`src/rtl/fetch_stage_pkg.sv`:
```
// -----------------------------------------------------------------------------
// fetch_stage_pkg
// Shared definitions for the fetch stage, which decode and hazard logic reuse.
// It holds:
//   XLEN            - architectural register / address width (32)
//   FETCH_NOP_INSN  - bubble instruction (addi x0,x0,0)
//   FETCH_PC_STEP   - byte distance between sequential instructions
//   fetch_state_e   - fetch control state (BOOT, RUN, SQUASH)
//   align_word()    - clears the low two address bits
// -----------------------------------------------------------------------------
package fetch_stage_pkg;

    localparam int XLEN = 32;

    localparam logic [XLEN-1:0] FETCH_NOP_INSN = 32'h0000_0013;
    localparam logic [XLEN-1:0] FETCH_PC_STEP  = 32'd4;

    typedef enum logic [1:0] {
        BOOT   = 2'd0,
        RUN    = 2'd1,
        SQUASH = 2'd2
    } fetch_state_e;

    // Instructions are word aligned, so a redirect target has its low bits dropped.
    function automatic logic [XLEN-1:0] align_word(input logic [XLEN-1:0] addr);
        return {addr[XLEN-1:2], 2'b00};
    endfunction

endpackage

```
`src/rtl/fetch_perf_counters.sv`:
```
// -----------------------------------------------------------------------------
// fetch_perf_counters
// Three free-running, wrapping 32-bit event counters for the fetch stage.
// The fetch stage instantiates this block only when FETCH_PERF_EN is defined.
// Ports:
//   clk, rst_n           - clock, asynchronous active-low reset (counters -> 0)
//   fetched_i            - RUN cycle with a valid instruction and no stall
//   squashed_i           - SQUASH cycle
//   stalled_i            - RUN cycle with f_stall asserted
//   perf_fetched_o       - count of fetched_i cycles
//   perf_squashed_o      - count of squashed_i cycles
//   perf_stall_cycles_o  - count of stalled_i cycles
// -----------------------------------------------------------------------------
module fetch_perf_counters (
    input  logic        clk,
    input  logic        rst_n,
    input  logic        fetched_i,
    input  logic        squashed_i,
    input  logic        stalled_i,
    output logic [31:0] perf_fetched_o,
    output logic [31:0] perf_squashed_o,
    output logic [31:0] perf_stall_cycles_o
);

    logic [31:0] fetched_q,  fetched_d;
    logic [31:0] squashed_q, squashed_d;
    logic [31:0] stalled_q,  stalled_d;

    always_comb begin
        fetched_d  = fetched_q  + {31'd0, fetched_i};
        squashed_d = squashed_q + {31'd0, squashed_i};
        stalled_d  = stalled_q  + {31'd0, stalled_i};
    end

    always_ff @(posedge clk or negedge rst_n) begin
        if (!rst_n) begin
            fetched_q  <= '0;
            squashed_q <= '0;
            stalled_q  <= '0;
        end else begin
            fetched_q  <= fetched_d;
            squashed_q <= squashed_d;
            stalled_q  <= stalled_d;
        end
    end

    assign perf_fetched_o      = fetched_q;
    assign perf_squashed_o     = squashed_q;
    assign perf_stall_cycles_o = stalled_q;

endmodule

```
`src/rtl/fetch_stage.sv`:
```
// -----------------------------------------------------------------------------
// fetch_stage
// Instruction fetch stage for an in-order pipeline with a 1-cycle synchronous
// instruction memory. It keeps the next fetch address (pc_q) and the address
// whose data is returning this cycle (resp_pc_q). A taken branch from execute
// costs two cycles: one redirect cycle plus one SQUASH bubble while the target
// is read.
// Optional feature: define FETCH_PERF_EN to add the performance counter outputs.
// Parameters:
//   RESET_PC  - first fetch address after reset
//   NOP_INSN  - bubble instruction presented when d_valid=0
// Ports:
//   clk, rst_n            - clock, asynchronous active-low reset
//   f_stall               - hold PC and decode-side instruction
//   x_br_taken            - execute redirect request (beats f_stall)
//   x_br_target           - redirect address (low bits ignored)
//   imem_addr             - instruction memory read address
//   imem_rdata            - word addressed by imem_addr in the previous cycle
//   d_pc, d_insn, d_valid - instruction handed to decode
//   perf_fetched, perf_squashed, perf_stall_cycles (FETCH_PERF_EN only)
// -----------------------------------------------------------------------------
module fetch_stage
    import fetch_stage_pkg::*;
#(
    parameter logic [31:0] RESET_PC = 32'h0000_0000,
    parameter logic [31:0] NOP_INSN = FETCH_NOP_INSN
) (
    input  logic        clk,
    input  logic        rst_n,
    input  logic        f_stall,
    input  logic        x_br_taken,
    input  logic [31:0] x_br_target,
    output logic [31:0] imem_addr,
    input  logic [31:0] imem_rdata,
    output logic [31:0] d_pc,
    output logic [31:0] d_insn,
    output logic        d_valid
`ifdef FETCH_PERF_EN
    ,
    output logic [31:0] perf_fetched,
    output logic [31:0] perf_squashed,
    output logic [31:0] perf_stall_cycles
`endif
);

    fetch_state_e state_q, state_d;
    logic [31:0]  pc_q, pc_d;
    logic [31:0]  resp_pc_q, resp_pc_d;

    always_ff @(posedge clk or negedge rst_n) begin
        if (!rst_n) begin
            state_q   <= BOOT;
            pc_q      <= RESET_PC;
            resp_pc_q <= RESET_PC;
        end else begin
            state_q   <= state_d;
            pc_q      <= pc_d;
            resp_pc_q <= resp_pc_d;
        end
    end

    always_comb begin
        state_d   = state_q;
        pc_d      = pc_q;
        resp_pc_d = resp_pc_q;
        unique case (state_q)
            BOOT: begin
                // Stall and redirect are both ignored while the first word is read.
                state_d   = RUN;
                resp_pc_d = pc_q;
                pc_d      = pc_q + FETCH_PC_STEP;
            end
            RUN: begin
                if (x_br_taken) begin
                    // The wrong-path word in decode is killed downstream; only
                    // the fetch address moves here.
                    state_d = SQUASH;
                    pc_d    = align_word(x_br_target);
                end else if (!f_stall) begin
                    resp_pc_d = pc_q;
                    pc_d      = pc_q + FETCH_PC_STEP;
                end
            end
            SQUASH: begin
                resp_pc_d = pc_q;
                if (x_br_taken) begin
                    state_d = SQUASH;
                    pc_d    = align_word(x_br_target);
                end else begin
                    state_d = RUN;
                    pc_d    = pc_q + FETCH_PC_STEP;
                end
            end
            default: begin
                state_d   = BOOT;
                pc_d      = RESET_PC;
                resp_pc_d = RESET_PC;
            end
        endcase
    end

    // On a stall the memory re-reads the held address so imem_rdata keeps
    // returning the instruction currently in decode.
    always_comb begin
        imem_addr = pc_q;
        d_insn    = NOP_INSN;
        d_valid   = 1'b0;
        if (state_q == RUN) begin
            d_insn  = imem_rdata;
            d_valid = 1'b1;
            if (f_stall) begin
                imem_addr = resp_pc_q;
            end
        end
    end

    assign d_pc = resp_pc_q;

`ifdef FETCH_PERF_EN
    fetch_perf_counters u_perf (
        .clk                 (clk),
        .rst_n               (rst_n),
        .fetched_i           ((state_q == RUN) && !f_stall),
        .squashed_i          (state_q == SQUASH),
        .stalled_i           ((state_q == RUN) && f_stall),
        .perf_fetched_o      (perf_fetched),
        .perf_squashed_o     (perf_squashed),
        .perf_stall_cycles_o (perf_stall_cycles)
    );
`endif

endmodule

```
`config.mk`:
```
export PLATFORM = sky130hd
export DESIGN_NAME = fetch_stage
export DESIGN_NICKNAME = d
export VERILOG_FILES = /design/src/rtl/fetch_stage_pkg.sv /design/src/rtl/fetch_perf_counters.sv /design/src/rtl/fetch_stage.sv
export SDC_FILE = /design/constraint.sdc
export NUM_CORES = 1
export LEC_CHECK = 0
export BUFFER_PORTS_ARGS = -buffer_cell sky130_fd_sc_hd__buf_4
export CAP_MARGIN = 20
export CORE_MARGIN = 1
export CORE_UTILIZATION = 52
export CTS_BUF_LIST = sky130_fd_sc_hd__clkbuf_8
export CTS_CLUSTER_SIZE = 12
export DETAILED_ROUTE_END_ITERATION = 12
export HOLD_SLACK_MARGIN = 0.06
export MAX_ROUTING_LAYER = met4
export PLACE_DENSITY = 0.92
export SYNTH_ARGS = -nofsm -noshare
export SYNTH_HDL_FRONTEND = slang
export SYNTH_SLANG_ARGS = --single-unit
export TNS_END_PERCENT = 100
```
`constraint.sdc`:
```
create_clock -name clk -period 2.66 [get_ports clk]
set_input_delay 0.532 -clock clk [delete_from_list [all_inputs] [get_ports clk]]
set_output_delay 0.532 -clock clk [all_outputs]
set_load 0.005 [all_outputs]
```
==> results.py <==
metrics = {
    "grt": {
        "grt-ovfl-total": 0,
        "grt_max_degree": 65,
        "grt_use_met1": 0.384,
        "grt_util_met3": 0.0548,
        "grt_pass1_vias": 4563,
        "grt_busiest_layer": "met2",
        "grtUsageTotal": 0.340,
        "grtUsageMet2": 0.562,
        "antenna_found_initial": 0,
        "grt_pass1_wl_um": 22600,
    },
    "timing": {
        "tightest_slew_ns": 0.824,
        "slew-limit-headroom": 0.451,
        "setup_tns_ns": 0,
        "setup_violations": 0,
        "rsz0062_at_grt": "false",
        "hold_viol": 0,
        "fmax_mhz": 393,
        "skew_ns": 0.00749,
        "finalCritPeriodShare": 0.957,
        "period_needed_ns": 2.55,
        "slew_viol_final": 0,
        "holdWs_ns": 0.287,
    },
    "power": {
        "swShare": 0.441,
        "powerDensity_nw_per_um2": 1060,
        "p_clk_frac": 0.115,
        "net-switching-power_mw": 2.78,
        "total_power_mw": 6.29,
        "ir_drop_v": 0.000545,
        "comb_power_share": 0.570,
        "pwr-share-seq": 0.315,
        "power.internal_mw": 3.52,
        "p_leak_nw": 2.76,
    },
    "logic_synthesis": {
        "synth-edff-count": 0,
        "netlist_instances": 523,
        "syn_avg_cell_area_um2": 8.55,
        "syn-cell-area_um2": 4470,
        "yosysSeqAreaShare": 0.358,
        "synth.ff_latch_count": 64,
        "yosys_warnings": 0,
        "synth_flop_cell": "dfrtp_1",
        "yosysUniqueCellTypes": 50,
        "synthArstFlopShare": 1.00,
        "synthesis.nets": 596,
    },
    "route": {
        "antenna_left": 0,
        "drc": 0,
        "viasPerCell": 6.27,
        "drt_iter0_drc": 483,
        "wl_per_cell_um": 18.6,
        "via_count": 4846,
        "first_pass_iters": 6,
        "wirelength_um": 14400,
    },
    "clocking": {
        "ctsHtreeMaxLevel": 3,
        "clock_sinks": 64,
        "clk_latency_ns": 0.34,
        "cts_buffers": 9,
        "cts_root_buf": "clkbuf_8",
        "post_cts_buffers": 0,
        "cts.path.max_buffers": 2,
        "clk_pin_slew_ns": 0.07,
        "cts_tree": "built",
    },
    "die": {
        "die_x_um": 94.7,
        "num_rows": 33,
        "chipHeight_um": 94.7,
        "coreArea_um2": 8260,
        "dieArea_um2": 8980,
        "start_util": 0.542,
        "pin_count": 165,
    },
    "setup_path": {
        "crit_type": "flip-flop to output pin",
        "endpoint_kind": "output pin",
        "crit_fanout": 20,
        "cp.required_ns": 2.13,
        "r2r_cells": 7,
        "start_kind": "flip-flop",
        "cp_data_arrival_time_ns": 2.01,
    },
    "cells_and_area": {
        "diodes": 0,
        "final_layout_size_suffix_gt1_frac": 0.382,
        "area_growth_pct": 32.6,
        "fin_nets": 738,
    },
    "placement": {
        "port_buffers": 162,
        "dp_hpwl_um": 10300,
        "gp_congestion": 0.882,
    },
    "worst_hold_path": {
        "min_path_type": "input port to async pin",
    },
    "status": {
        "status": "finished, final reports clean",
    },
    "job": {
        "cap_violations": 0,
    },
}
[routing by layer]
metal,share of wire,vias up
met5,0,-
met1,0.35,2255
li1,-,2177
met4,0.048,0
met2,0.49,357
met3,0.11,57
[sequential cells by signal (all words and copies together) (netlist names)]
name     flops
state_q      2
pc_q        30
d_pc        32
[stage by stage]
step	std cells	utilization	worst slack [ns]	area (um^2)
after floorplan	523	-	0.358	4470
after global placement	759	0.698	0.383	5770
after detailed placement	759	0.698	0.315	5770
after CTS	773	0.718	0.0623	5930
after global routing	773	0.718	0.0519	5930
final	773	0.718	0.114	5930
[worst max-delay path, cell delays in order (launching register included)]
cell,delay (ns)
dfrtp_1,0.41
inv_1,0.10
ha_2,0.26
nand2_1,0.13
buf_6,0.23
mux2_2,0.38
buf_4,0.14
[layout by cell type (no fill, tap or decap), drive strengths merged, types with 13 or more instances in the layout]
cell / n
a21oi: 13
a22oi: 35
and2: 34
buf: 181
dfrtp: 64
inv: 13
mux2: 53
nand2: 65
nand3: 22
nor2: 17
o21ai: 65
[final timing paths]
kind                                      start            end  slack [ns]
worst max register to register       state_q[0]       pc_q[11]        0.18
max in group asynchronous                 rst_n        pc_q[4]        1.84
worst max-delay path                 state_q[1]  imem_addr[13]        0.11
worst min register to register          d_pc[0]        d_pc[0]        0.52
min in group clk                x_br_target[16]       pc_q[16]        0.41
worst min-delay path                      rst_n       d_pc[16]        0.29
[area by class of cell]
type,instances,area (um^2)
inverters,13,48.8
clock inverters,4,22.5
flip-flops and latches,64,1600
clock buffers,10,138
fillers,615,2330
multi-input cells,396,2630
repair buffers,181,1360
well taps,105,131
[Yosys cell counts (all sizes together), types with 3 or more instances]
library cell	number	area share
nand2	65	0.055
o21ai	65	0.073
dfrtp	64	0.36
mux2	53	0.13
clkbuf	41	0.034
a22oi	35	0.059
and2	34	0.048
nand3	22	0.025
nor2	17	0.014
a21oi	13	0.015
inv	13	0.011
buf	9	0.0098
nand4	9	0.016
a32oi	7	0.014
and3	6	0.0084
a31oi	5	0.0070
ha	5	0.014
nor2b	5	0.0070
nor3	5	0.0056
nor4	5	0.012
xor2	5	0.0098
a221o	4	0.0090
nand2b	4	0.0056
a22o	3	0.0059
nor3b	3	0.0050
o311ai	3	0.0059
or2	3	0.0042
[logic make-up (layout without fill, tap and decap cells)]
logic type | after synthesis | in the layout | share of synthesized area
buffers and inverters | 63 | 208 | 0.0551
and+or+nand+nor | 185 | 185 | 0.217
xor gates and xnor gates | 6 | 6 | 0.0117
DFF | 64 | 64 | 0.358
AOI/OAI and AO/OA | 147 | 147 | 0.210
muxes | 53 | 53 | 0.133
adders and majority gates | 5 | 5 | 0.0140
[power by group through the flow]
stage	clock network (mW)	logic [mW]	registers [mW]
CTS	0.727	3.56	1.96
floorplan	0	2.15	1.76
global route	0.759	3.92	2.05
global placement	0	3.38	1.92
finish	0.724	3.59	1.98
detailed placement	0	3.54	1.98
[repair_timing]
action	in CTS	in global routing
endpoints found under the setup margin	0	2
gates resized for setup	0	1
hold buffers	0	0
No activity file was read; power rests on OpenSTA's default activity.
